### src/rtl/uart_crc_link_ctrl_pkg.sv
// Shared types for the UART/CRC link controller: FSM encoding and counter widths.
package uart_crc_pkg;

  localparam int ERR_CNT_W = 16;

  typedef enum logic [2:0] {
    S_IDLE,
    S_LAUNCH,
    S_WAIT_RX,
    S_CHECK,
    S_EVAL,
    S_WAIT_IDLE,
    S_RELEASE
  } state_t;

endpackage

### src/rtl/uart_crc_link_ctrl_rr_arbiter.sv
// Combinational round-robin pick: first set request at or above the pointer, wrapping.
module rr_arbiter #(
  parameter int NUM_REQ = 2,
  localparam int IDX_W  = $clog2(NUM_REQ)
) (
  input  logic [NUM_REQ-1:0] i_req,
  input  logic [IDX_W-1:0]   i_ptr,
  output logic               o_valid,
  output logic [NUM_REQ-1:0] o_grant,
  output logic [IDX_W-1:0]   o_idx
);

  int w_pos;

  always_comb begin
    o_valid = 1'b0;
    o_grant = '0;
    o_idx   = '0;
    w_pos   = 0;
    for (int off = 0; off < NUM_REQ; off++) begin
      w_pos = int'(i_ptr) + off;
      if (w_pos >= NUM_REQ) w_pos = w_pos - NUM_REQ;
      if (!o_valid && i_req[w_pos]) begin
        o_valid        = 1'b1;
        o_grant[w_pos] = 1'b1;
        o_idx          = IDX_W'(w_pos);
      end
    end
  end

endmodule

### src/rtl/uart_crc_link_ctrl.sv
// Round-robin byte-send controller for the UART/CRC loopback path, with
// retry on CRC error / data mismatch / timeout and a saturating error counter.
module uart_crc_link_ctrl
  import uart_crc_pkg::*;
#(
  parameter int NUM_REQ        = 2,
  parameter int MAX_RETRY      = 3,
  parameter int TIMEOUT_CYCLES = 4096
) (
  input  logic                   clk,
  input  logic                   reset_n,
  input  logic [NUM_REQ-1:0]     req,
  input  logic [8*NUM_REQ-1:0]   req_data,
  output logic [NUM_REQ-1:0]     done,
  output logic [NUM_REQ-1:0]     fail,
  output logic [7:0]             tx_data,
  output logic                   tx_start,
  input  logic                   tx_busy,
  input  logic                   rx_ready,
  input  logic [7:0]             rx_data,
  input  logic                   crc_error,
  output logic                   busy,
  output logic [ERR_CNT_W-1:0]   err_count
);

  localparam int IDX_W = $clog2(NUM_REQ);
  localparam int TO_W  = $clog2(TIMEOUT_CYCLES) + 1;
  localparam int AT_W  = $clog2(MAX_RETRY + 1) + 1;
  // Terminal count leaves room for EVAL and WAIT_IDLE so that, with the
  // transmitter idle, consecutive timed-out launches are TIMEOUT_CYCLES apart.
  localparam logic [TO_W-1:0] TO_TERM = TO_W'(TIMEOUT_CYCLES - 4);

  state_t                 r_state, w_state_nxt;
  logic [IDX_W-1:0]       r_idx, r_ptr;
  logic [7:0]             r_tx_data, r_rx_data;
  logic                   r_good;
  logic [AT_W-1:0]        r_attempt;
  logic [TO_W-1:0]        r_to_cnt;
  logic [ERR_CNT_W-1:0]   r_err_cnt;
  logic [NUM_REQ-1:0]     r_done, r_fail;

  logic                   w_gnt_vld;
  logic [NUM_REQ-1:0]     w_gnt;
  logic [IDX_W-1:0]       w_gnt_idx;
  logic [7:0]             w_gnt_byte;
  logic                   w_timeout;
  logic                   w_retry_ok;

  rr_arbiter #(.NUM_REQ(NUM_REQ)) u_arb (
    .i_req   (req),
    .i_ptr   (r_ptr),
    .o_valid (w_gnt_vld),
    .o_grant (w_gnt),
    .o_idx   (w_gnt_idx)
  );

  always_comb begin
    w_gnt_byte = '0;
    for (int i = 0; i < NUM_REQ; i++)
      if (w_gnt[i]) w_gnt_byte = w_gnt_byte | req_data[8*i +: 8];
  end

  assign w_timeout  = (r_to_cnt == TO_TERM);
  assign w_retry_ok = (r_attempt < AT_W'(MAX_RETRY));

  always_ff @(posedge clk or negedge reset_n) begin
    if (!reset_n) r_state <= S_IDLE;
    else          r_state <= w_state_nxt;
  end

  always_comb begin
    w_state_nxt = r_state;
    case (r_state)
      S_IDLE:      if (w_gnt_vld && !tx_busy) w_state_nxt = S_LAUNCH;
      S_LAUNCH:    w_state_nxt = S_WAIT_RX;
      S_WAIT_RX:   if (rx_ready)       w_state_nxt = S_CHECK;
                   else if (w_timeout) w_state_nxt = S_EVAL;
      S_CHECK:     w_state_nxt = S_EVAL;
      S_EVAL:      if (!r_good && w_retry_ok) w_state_nxt = S_WAIT_IDLE;
                   else                       w_state_nxt = S_RELEASE;
      S_WAIT_IDLE: if (!tx_busy) w_state_nxt = S_LAUNCH;
      S_RELEASE:   w_state_nxt = S_IDLE;
      default:     w_state_nxt = S_IDLE;
    endcase
  end

  always_ff @(posedge clk or negedge reset_n) begin
    if (!reset_n) begin
      r_idx     <= '0;
      r_ptr     <= '0;
      r_tx_data <= '0;
      r_rx_data <= '0;
      r_good    <= 1'b0;
      r_attempt <= '0;
      r_to_cnt  <= '0;
      r_err_cnt <= '0;
      r_done    <= '0;
      r_fail    <= '0;
    end else begin
      r_done <= '0;
      r_fail <= '0;
      case (r_state)
        S_IDLE: if (w_gnt_vld && !tx_busy) begin
          r_idx     <= w_gnt_idx;
          r_tx_data <= w_gnt_byte;
          r_attempt <= '0;
        end
        S_LAUNCH: r_to_cnt <= '0;
        S_WAIT_RX: begin
          r_to_cnt <= r_to_cnt + 1'b1;
          if (rx_ready)       r_rx_data <= rx_data;
          else if (w_timeout) r_good    <= 1'b0;
        end
        S_CHECK: r_good <= !crc_error && (r_rx_data == r_tx_data);
        S_EVAL: begin
          if (r_good) begin
            r_done[r_idx] <= 1'b1;
          end else begin
            if (r_err_cnt != '1) r_err_cnt <= r_err_cnt + 1'b1;
            if (w_retry_ok) r_attempt     <= r_attempt + 1'b1;
            else            r_fail[r_idx] <= 1'b1;
          end
        end
        S_RELEASE: r_ptr <= (r_idx == IDX_W'(NUM_REQ - 1)) ? '0 : r_idx + 1'b1;
        default: ;
      endcase
    end
  end

  assign done      = r_done;
  assign fail      = r_fail;
  assign tx_data   = r_tx_data;
  assign tx_start  = (r_state == S_LAUNCH);
  assign busy      = (r_state != S_IDLE);
  assign err_count = r_err_cnt;

endmodule
### config.mk
export PLATFORM = sky130hd
export DESIGN_NAME = uart_crc_link_ctrl
export DESIGN_NICKNAME = d
export VERILOG_FILES = /design/src/rtl/uart_crc_link_ctrl_pkg.sv /design/src/rtl/uart_crc_link_ctrl_rr_arbiter.sv /design/src/rtl/uart_crc_link_ctrl.sv
export SDC_FILE = /design/constraint.sdc
export NUM_CORES = 1
export LEC_CHECK = 0
export ABC_AREA = 0
export CELL_PAD_IN_SITES_DETAIL_PLACEMENT = 0
export CELL_PAD_IN_SITES_GLOBAL_PLACEMENT = 1
export CORE_MARGIN = 2
export CORE_UTILIZATION = 36
export CTS_CLUSTER_SIZE = 20
export DETAILED_ROUTE_END_ITERATION = 10
export PLACE_DENSITY = 0.74
export REMOVE_ABC_BUFFERS = 1
export SLEW_MARGIN = 20
export SYNTH_ARGS = -nofsm -noshare
export SYNTH_HDL_FRONTEND = slang
export SYNTH_HIERARCHICAL = 1
export SYNTH_SLANG_ARGS = --single-unit
### constraint.sdc
create_clock -name clk -period 1.7 [get_ports clk]
set_input_delay 0.17 -clock clk [delete_from_list [all_inputs] [get_ports clk]]
set_output_delay 0.17 -clock clk [all_outputs]
set_load 0.005 [all_outputs]
==> flow_summary.toml <==
[outcome]
status = "complete, no violations"

[clock_network]
clock_latency_ns = 0.33
htree_levels = 3
cts_buffers = 9
cts_max_path_buffers = 2
cts_tree = "done"
clock_sinks = 58
path_clk_slew_ns = 0.06
cts_root_buffer = "clkbuf_8"

[detailed_routing]
ant_nets = 0
vias = 2393
dr.pass1.iters = 4
drt_iter0_markers = 64
via_per_inst = 5.14
wirelength_mm = 6.48
wl_per_cell_um = 13.9
drc = 0

[die]
core-area_um2 = 7730
die_x_um = 93.1
initial_core_util_pct = 37.0
rows = 32
io_pins = 61
die_y_um = 93.1
dieArea_um2 = 8670

[setup_path]
rrSetupSlack_ns = 0.03
startpoint = "r_state[0]$_DFFE_PN0P_"
crit_fanout = 5
critical-path-slowest-cell = "dfrtp_2"
rr_endpoint = "r_to_cnt[8]$_DFFE_PN0P_"
worstPathArrival_ns = 1.88
rr_worst_depth = 7
path_buf_inv = 3
crit_type = "register to register"
timing.rr.start = "r_state[0]$_DFFE_PN0P_"
endpoint_kind = "register"
cp_common_cell = "buf_6"
crit_chain = "buf_6 > buf_6 > nor3b_4 > buf_6 > and3_4 > nand4_1 > mux2i_1"
cp.required_ns = 1.91
setup.worst_path.start_class = "register"
worst-path-stages = 7
max_stage_delay_ns = 0.43
worstSetupEndpoint = "r_to_cnt[8]$_DFFE_PN0P_"
cp_top_family = "simple AND/OR/NAND/NOR gates"

[power_and_ir_drop]
powerDensity_nw_per_um2 = 1260
power.leakage_nw = 1.85
finalPower_mw = 5.15
vdd_drop_max_mv = 0.559

[cells_and_area]
fin_cells = 466
multi_input_area_um2 = 1430
area_growth_syn_to_layout_pct = 43.1
ff_latch_area_um2 = 1450
utilization_pct = 52.9
drive_gt1_share_pct = 23.4
fill_cells = 687
final_nets = 397
antenna_cells = 0

[synth]
synth_ff_type = "dfrtp_1"
synth_most_common_cell = "dfrtp_1"
synth_warnings = 6
ys_types = 51
avgSynthCellArea_um2 = 10.8
synth_compound_area_share_pct = 13.7
synthTopCellsByArea = "dfrtp_1, nand2_1, mux2_2, o21ai_0, xnor2_1"
syn_area_um2 = 2860
synth_top_family_by_area = "simple AND/OR/NAND/NOR gates"
synthXorXnorAreaFrac_pct = 5.51
synthTopCellsByCount = "dfrtp_1, nand2_1, o21ai_0"
synthAdderAreaFrac_pct = 1.75
yosysTopAreaCell = "dfrtp_1"
yosys.area_share.simple_pct = 18.6
muxShareOfSynthArea_pct = 6.17
ys_ff_latch = 58
synth_edf_count = 0
async_reset_ff_share_pct = 100
seq_area_frac_synth_pct = 50.8
synth_top_area_share_pct = 50.8
syn_inst = 265

[global_route]
grt_pass1_vias = 2288
antenna_found_initial = 0
grtUsageTotal_pct = 15.0
overflow = 0
grt_pass1_wl_mm = 10.4
grt_start_max_net_pins = 59

[timing]
fmax_ghz = 0.598
finalSetupViolations = 0
hold_viol_final = 0
rsz0062_at_grt = "true"
slew_violations = 0
fin_worst_skew_ns = 0.00448
post-route-period-util_pct = 98.3
period_needed_ns = 1.67
tightestPinTransition_ns = 0.472
slew-limit-headroom_pct = 68.3
holdWs_ns = 0.382

[placement]
place_congestion = 0.790
port_buffers = 60
hpwl_mm = 4.50
dp.cells = 447

[flow_run]
maxCapViolCount = 0

[worst_hold_path]
min_path_type = "input port to asynchronous set/reset pin"
## per-layer routing
| layer | part of all wire, % | wire length (µm) | global-route usage, % |
|---|---|---|---|
| met5 | 0 | 0 | 0 |
| met4 | 1.0 | 65 | 5.15 |
| met3 | 5.7 | 368 | 3.71 |
| met2 | 45 | 2930 | 23.5 |
| met1 | 48 | 3120 | 20.4 |
## layout by cell type (no fill, tap or decap), types with 7 or more instances in the layout
master / netlist / final
xnor2_1: 10 / 10
inv_1: 7 / 7
buf_4: 3 / 30
nand4_1: 7 / 7
and3_1: 9 / 7
a22oi_1: 8 / 8
clkbuf_8: 0 / 11
clkdlybuf4s50_1: 0 / 57
xor2_1: 8 / 8
nand3_1: 10 / 7
nand2_1: 28 / 28
a21oi_1: 10 / 8
o21ai_0: 19 / 18
dfrtp_1: 58 / 56
## cells by family (layout without fill, tap and decap cells)
group,after synthesis,after routing
simple gates,89,90
buf+inv,19,117
flops,58,58
mux,16,16
fa+ha+maj,4,4
xor+xnor,18,18
compound gates,61,61
## cell type report
class                           instances  share of cell area, %
Timing Repair Buffer                   96                   21.8
Tap cell                              102                   3.12
Clock buffer                           13                   3.88
Multi-Input combinational cell        189                   34.9
Sequential cell                        58                   35.5
Inverter                                8                  0.734
## per-stage QoR
| stage | area (µm²) | TNS (ns) | setup WS [ns] |
|---|---|---|---|
| 2_1_floorplan | 2790 | -0.380 | -0.149 |
| 3_3_place_gp | 3770 | 0 | 0.0173 |
| 3_5_place_dp | 3770 | -0.0456 | -0.0354 |
| 4_1_cts | 3980 | -0.0105 | -0.0105 |
| 5_1_grt | 4090 | -0.523 | -0.0760 |
| 6_report | 4090 | 0 | 0.0290 |
## how the worst min path moves through the flow
stage	from	end	slack, ns	cells past startpoint
floorplan	reset_n	done[0]$_DFF_PN0_	-0.13	0
global placement	reset_n	r_to_cnt[11]$_DFFE_PN0P_	0.20	2
detailed placement	reset_n	err_count[2]$_DFFE_PN0P_	0.20	2
CTS	reset_n	r_to_cnt[5]$_DFFE_PN0P_	0.40	3
global route	reset_n	r_to_cnt[5]$_DFFE_PN0P_	0.43	3
finish	reset_n	r_to_cnt[10]$_DFFE_PN0P_	0.38	3
## where the power goes
part	internal [mW]	switching, mW	leakage (nW)
registers	1.72	0.307	0.765
logic	1.19	0.845	1.01
clock network	0.586	0.494	0.0815
total	3.50	1.65	1.85
## worst reg2reg max path, stage by stage (launching register included)
cell and delay (ns):
dfrtp_2 0.43, buf_6 0.13, buf_6 0.11, nor3b_4 0.28
buf_6 0.16, and3_4 0.21, nand4_1 0.10, mux2i_1 0.14
## sequential cells by signal (all words and copies together) (netlist names), 2 cells and up
name	flops
r_attempt	3
r_to_cnt	13
r_rx_data	8
tx_data	8
err_count	16
done	2
fail	2
r_state	3
## what timing repair did
| item | CTS | global route |
|---|---|---|
| hold endpoints to repair | 58 | 0 |
| hold buffers | 1 | 0 |
| buffers inserted | 3 | 2 |
| gates resized for setup | 9 | 26 |
| gates cloned | 0 | 1 |
| setup endpoints to repair | 4 | 24 |
| pin swaps | 0 | 10 |
Note: power is estimated with default switching activity, not from simulation.
